[src/rtl/regfile_bypass_sb.sv]
// Integer register file with same-cycle write bypass and a busy scoreboard.
// Ports: clk/rst; rs1/rs2 -> rd1/rd2 + busy1/busy2; iss_en/iss_rd; wr_en/rd/wr_data.
module regfile_bypass_sb #(
  parameter int XLEN     = 32,
  parameter int NREGS    = 32,
  parameter int ZERO_REG = 1,
  parameter int BYPASS   = 1,
  localparam int AW      = $clog2(NREGS)
) (
  input  logic            clk,
  input  logic            rst,
  input  logic [AW-1:0]   rs1,
  input  logic [AW-1:0]   rs2,
  output logic [XLEN-1:0] rd1,
  output logic [XLEN-1:0] rd2,
  output logic            busy1,
  output logic            busy2,
  input  logic            iss_en,
  input  logic [AW-1:0]   iss_rd,
  input  logic            wr_en,
  input  logic [AW-1:0]   rd,
  input  logic [XLEN-1:0] wr_data
);

  logic [XLEN-1:0] regs_q [NREGS];
  logic [NREGS-1:0] busy_q;
  logic [NREGS-1:0] busy_d;
  logic wr_ok;
  logic iss_ok;

  assign wr_ok  = wr_en && !((ZERO_REG != 0) && (rd == '0));
  assign iss_ok = iss_en && !((ZERO_REG != 0) && (iss_rd == '0));

  // Issue is applied after writeback so a same-cycle issue wins.
  always_comb begin
    busy_d = busy_q;
    if (wr_ok)
      busy_d[rd] = 1'b0;
    if (iss_ok)
      busy_d[iss_rd] = 1'b1;
  end

  always_ff @(posedge clk) begin
    if (rst) begin
      busy_q <= '0;
      for (int i = 0; i < NREGS; i++)
        regs_q[i] <= '0;
    end else begin
      busy_q <= busy_d;
      if (wr_ok)
        regs_q[rd] <= wr_data;
    end
  end

  // Returns {busy, data} for one read port.
  function automatic logic [XLEN:0] rport(
    input logic [AW-1:0] rs
  );
    logic [XLEN:0] r;
    r = {busy_q[rs], regs_q[rs]};
    unique case (1'b1)
      ((ZERO_REG != 0) && (rs == '0)):
        r = '0;
      ((ZERO_REG == 0 || rs != '0)
        && (BYPASS != 0) && wr_en && (rd == rs)):
        r = {1'b0, wr_data};
      default: ;
    endcase
    return r;
  endfunction

  assign {busy1, rd1} = rport(rs1);
  assign {busy2, rd2} = rport(rs2);

endmodule

[config.mk]
export PLATFORM = sky130hd
export DESIGN_NAME = regfile_bypass_sb
export DESIGN_NICKNAME = d
export VERILOG_FILES = /design/src/rtl/regfile_bypass_sb.sv
export SDC_FILE = /design/constraint.sdc
export NUM_CORES = 2
export LEC_CHECK = 0
export BUFFER_PORTS_ARGS = -buffer_cell sky130_fd_sc_hd__buf_2
export CAP_MARGIN = 20
export CELL_PAD_IN_SITES_DETAIL_PLACEMENT = 1
export CELL_PAD_IN_SITES_GLOBAL_PLACEMENT = 1
export CORE_AREA = 4 4 411 413
export DETAILED_ROUTE_END_ITERATION = 12
export DIE_AREA = 0 0 415 417
export PLACE_DENSITY = 0.59
export SLEW_MARGIN = 40
export SYNTH_ARGS = -nofsm -noshare
export SYNTH_HDL_FRONTEND = slang
export SYNTH_SLANG_ARGS = --single-unit
export TNS_END_PERCENT = 1
[constraint.sdc]
create_clock -name clk -period 5 [get_ports clk]
set_input_delay 1 -clock clk [delete_from_list [all_inputs] [get_ports clk]]
set_output_delay 1 -clock clk [all_outputs]
set_load 0.02 [all_outputs]
# Yosys cells after proc, flatten, opt, wreduce, memory -nomap -nowiden
# Memories as Yosys holds them, arrays and structs flattened.
# Index checks and enable logic that the tools add are counted.
[word_totals] reg_bits=32 mem_bits_rw=1024 inputBits=56 out_inout_bits=66 word_cells=50 mem_count=1
[mem_list] memory="regs_q" words=32 word_bits=32 rd=2 rd_ports_with_merged_regs=0 write_ports=32 line="25" rtl="logic [XLEN-1:0] regs_q [NREGS];"
[op_classes] n_lt_le_gt_ge=6 n_eq_ne=2 muxes=20 n_bitwise=3 reduce_logical=17
[op_table] cell="33-bit one-hot mux with 2 select lines" count=2
[op_table] cell="32-bit two-way mux" count=3
[op_table] cell="32-bit AND" count=1
[op_table] cell="32-bit inverter" count=1
[op_table] cell="32-bit OR" count=1
[op_table] cell="32-bit OR reduction" count=1
[op_table] cell="5-bit by 6-bit less-than comparator with 1-bit output (second input constant)" count=4
[op_table] cell="5-bit zero test" count=4
[op_table] cell="1-bit binary-select mux with 5-bit select" count=2
[op_table] cell="1-bit demux with 5-bit select" count=2
[op_table] cell="5-bit equality test" count=2
[op_table] cell="5-bit by 1-bit >= comparator with 1-bit output (second input constant)" count=2
[op_table] cell="1-bit two-way mux" count=10
[op_table] cell="5-bit nonzero test" count=2
[op_table] cell="1-bit logical AND" count=8
[op_table] cell="5-bit two-way mux" count=1
[op_table] cell="1-bit zero test" count=2

# Longest topological paths before layout
[depth] word_depth=9 depth_mapped=8 depth_no_buf=4

# Least setup slack after synthesis
# OpenSTA, ideal clock, no wires.
[synth_timing] path_kind="input to output" from="input port rs1[0]" to="output port rd1[12]" t_arrival_ps=2591 required_time_ps=4000 slack_ps=1409 cell_stages=7 n_path_buf=3 cell_sequence="buf_4 -> buf_6 -> buf_2 -> mux4_2 -> a22o_1 -> nor2_1 -> o221ai_1"
[synth_between] elab_chain_len=4 word_cells_on_any_way=7
[synth_lines] item="from (decl)" line="12" rtl="input logic [AW-1:0] rs1,"
[synth_lines] item="parallel branches: the longest is 3 deep, another holds memory 32 x 32 bit"
[synth_lines] item="33-bit one-hot mux with 2 select lines *" line="61" rtl="unique case (1'b1)"
[synth_lines] item="to (decl)" line="14" rtl="output logic [XLEN-1:0] rd1,"
# Every way passes the cells marked *.

# Worst setup path after layout
[layout_timing] from="input port rs2[1]" to="output port rd2[2]"
[layout_between] elab_chain_len=4 word_cells_on_any_way=7
[layout_lines] item="from (decl)" line="13" rtl="input logic [AW-1:0] rs2,"
[layout_lines] item="parallel branches: the longest is 3 deep, another holds memory 32 x 32 bit"
[layout_lines] item="33-bit one-hot mux with 2 select lines *" line="61"
[layout_lines] item="to (decl)" line="15" rtl="output logic [XLEN-1:0] rd2,"
# Marks and branches as above.

==> results.cfg <==
[status]
status = finished clean

[clock_tree]
clock-sinks = 1056
insertion_delay_ns = 0.76
post_cts_resized = 0
numCtsBuffers = 119
cts_setup_buffers = 0
cts_buffer_depth = 3
holdBufCountCts = 0
cts_tree = built
cts_root_buf = clkbuf_16
h-tree-depth = 3
clk_pin_slew_ns = 0.06

[routing]
postRouteAntennaNets = 0
wl_met2_um = 112000
route.met3.wl_um = 18930
wl_met1_um = 94910
dr.pass1.iters = 5
drt-wirelength-per-cell_um = 37.34
drt-total-wl_um = 235500
via_per_inst = 6.122
drt-initial-drc-count = 5062
drc = 0
num_vias = 38612
highest_layer = met5

[power_and_ir_drop]
p_clk_frac = 0.394
p_sw_w = 0.006007
p_sw_frac = 0.2694
p_leak_nw = 22.42
power_w = 0.02230
vdd_ir_drop_max_v = 0.0002665
p_int_w = 0.01629
pwr-share-comb = 0.137
seqPwrFrac = 0.469
powerDensity_nw_per_um2 = 339.2

[timing]
hold_viol_final = 0
setup_ws_ns = 0.4509
finalSetupTns_ns = 0
clock.fmax_mhz = 219.8
drv_slew = 0
min_period_ns = 4.549
worst_pin_slew_ns = 0.9057
min_period_over_period = 0.9098
slew_headroom = 0.3948
finClkSkew_ns = 0
rsz0062_at_grt = false
setup_viol = 0

[critical_path]
path_class = input pin to output port
cp-start-kind = input pin
slowest_stage = mux4_2
crit_path_end_kind = output port
crit_path_cell_trace = buf_8 > buf_4 > mux4_2 > mux2i_1 > o211ai_1 > a32o_1 > buf_2
crit_fanout = 26
critical_path_arrival_ns = 3.55
critical_path.max_stage_delay_ns = 0.57
cp.required_ns = 4.00

[global_routing]
antenna_found_initial = 37
grt_pass1_vias = 39609
grt_pass1_wl_um = 324800
grt_max_degree = 44
globalRouteOverflowTotal = 0
grtUsageTotal = 0.2670

[logic_synthesis]
synthAdderAreaFrac = 0
yosys.area.top_type_share = 0.5352
synth_commonest_cells = edfxtp_1, and2_1, mux4_2, clkbuf_1, mux2_2
synthFlopType = edfxtp_1
synth_compound_area_frac = 0.05248
yosysTopAreaCell = edfxtp_1
yosys_warnings = 0
postSynthCellCount = 3915
ys_seq_elements = 1056
post-synth-top-count-cell = edfxtp_1
synth_seq_area_share = 0.5463
synth-simple-area-share = 0.1308
syn-cell-area_um2 = 57460
synth.area.mux_share = 0.2314
synth_xor_area_frac = 0.001524
synth_area_per_cell_um2 = 14.68
synthArstFlopShare = 0
synth_edf_count = 1024
ys_types = 56
synth_top_family_by_area = multiplexers
synth_area_leaders = edfxtp_1, mux4_2, and2_1

[worst_hold_path]
hp-class = flop to flop

[layout]
drive_above_1_share = 0.2947
area_growth_pct = 14.44
utilization = 0.3990
layout.nets = 4048
finalNonFillerCells = 6307

[floorplan]
core-area_um2 = 164800
rows = 149
die_y_um = 417
ioPinCount = 122
initial_core_util = 0.3486
die_area_um2 = 173100
dieWidth_um = 415

[placement]
place_inst = 6057
post-place-ws_ns = 0.5066
gp_congestion = 0.8529
port_buffers = 121
hpwl_um = 148700

[job]
drv_cap = 0
critical path, delay by kind of cell:
family | cells | cell delay (ns)
buffers and inverters | 3 | 0.88
multiplexers | 2 | 1.01
AO/OA/AOI/OAI | 2 | 0.56
cells in the final DEF, fill, tap and decap left out, types with 33 or more instances in the layout:
cell and n:
clkbuf_16 120, edfxtp_1 1024, mux2_1 61, buf_4 163, mux2_2 164, o211ai_1 64, o22ai_1 49, a221oi_1 64
nand4_1 33, a22o_1 64, and2_1 994, buf_2 113, nand2_1 83, nor2_1 36, mux2i_1 101, buf_12 63
a32o_1 35, mux4_2 433, o21ai_0 37
flip-flops by register name, summed over array words and instances, names as in the netlist:
name and count:
regs_q 1024, busy_q 32
power groups by stage:
| stage | Combinational [W] | Clock (W) | Sequential (W) |
|---|---|---|---|
| 4_1_cts | 0.00304 | 0.00890 | 0.0105 |
| 2_1_floorplan | 0.00179 | 0 | 0.0105 |
| 3_5_place_dp | 0.00303 | 0 | 0.0106 |
| 6_report | 0.00305 | 0.00879 | 0.0105 |
| 3_3_place_gp | 0.00300 | 0 | 0.0106 |
| 5_1_grt | 0.00315 | 0.00929 | 0.0105 |
cell type report:
type,count,area [um2]
Fill cell,16495,99050
Sequential cell,1056,31390
Multi-Input combinational cell,2430,24430
Timing Repair Buffer,350,3213
Clock buffer,153,3187
Tap cell,2189,2739
Clock inverter,71,598.1
Inverter,35,133.9
Antenna cell,23,57.56
cell families after synthesis:
family,Yosys count
compound gates,387
xor+xnor,10
simple gates,1242
other cells,1
mux,759
flops,1056
buf+inv,460
path summary, 6_finish.rpt:
check	to	start	slack (ns)	depth (start not counted)
setup / recovery	rd2[2]	rs2[1]	0.45	7
hold / removal	busy_q[0]$_SDFF_PP0_	busy_q[0]$_SDFF_PP0_	0.48	1
setup reg to reg	busy_q[9]$_SDFF_PP0_	busy_q[9]$_SDFF_PP0_	4.34	2
hold reg to reg	busy_q[0]$_SDFF_PP0_	busy_q[0]$_SDFF_PP0_	0.48	1
stage by stage:
step                instance area (um2)  hold slack (ns)
floorplan                         57570           0.4509
global placement                  61720           0.4594
detailed placement                61830           0.4693
CTS                               65620           0.4814
global route                      65710           0.5058
finish                            65750           0.4799
layer usage:
layer  global-route usage  vias to the layer above
met5                    0                        -
met4               0.1032                        2
met3              0.04369                      455
met2               0.4349                     2109
met1               0.3587                    20785
li1                     -                    15261
No activity file was read; power rests on OpenSTA's default activity.
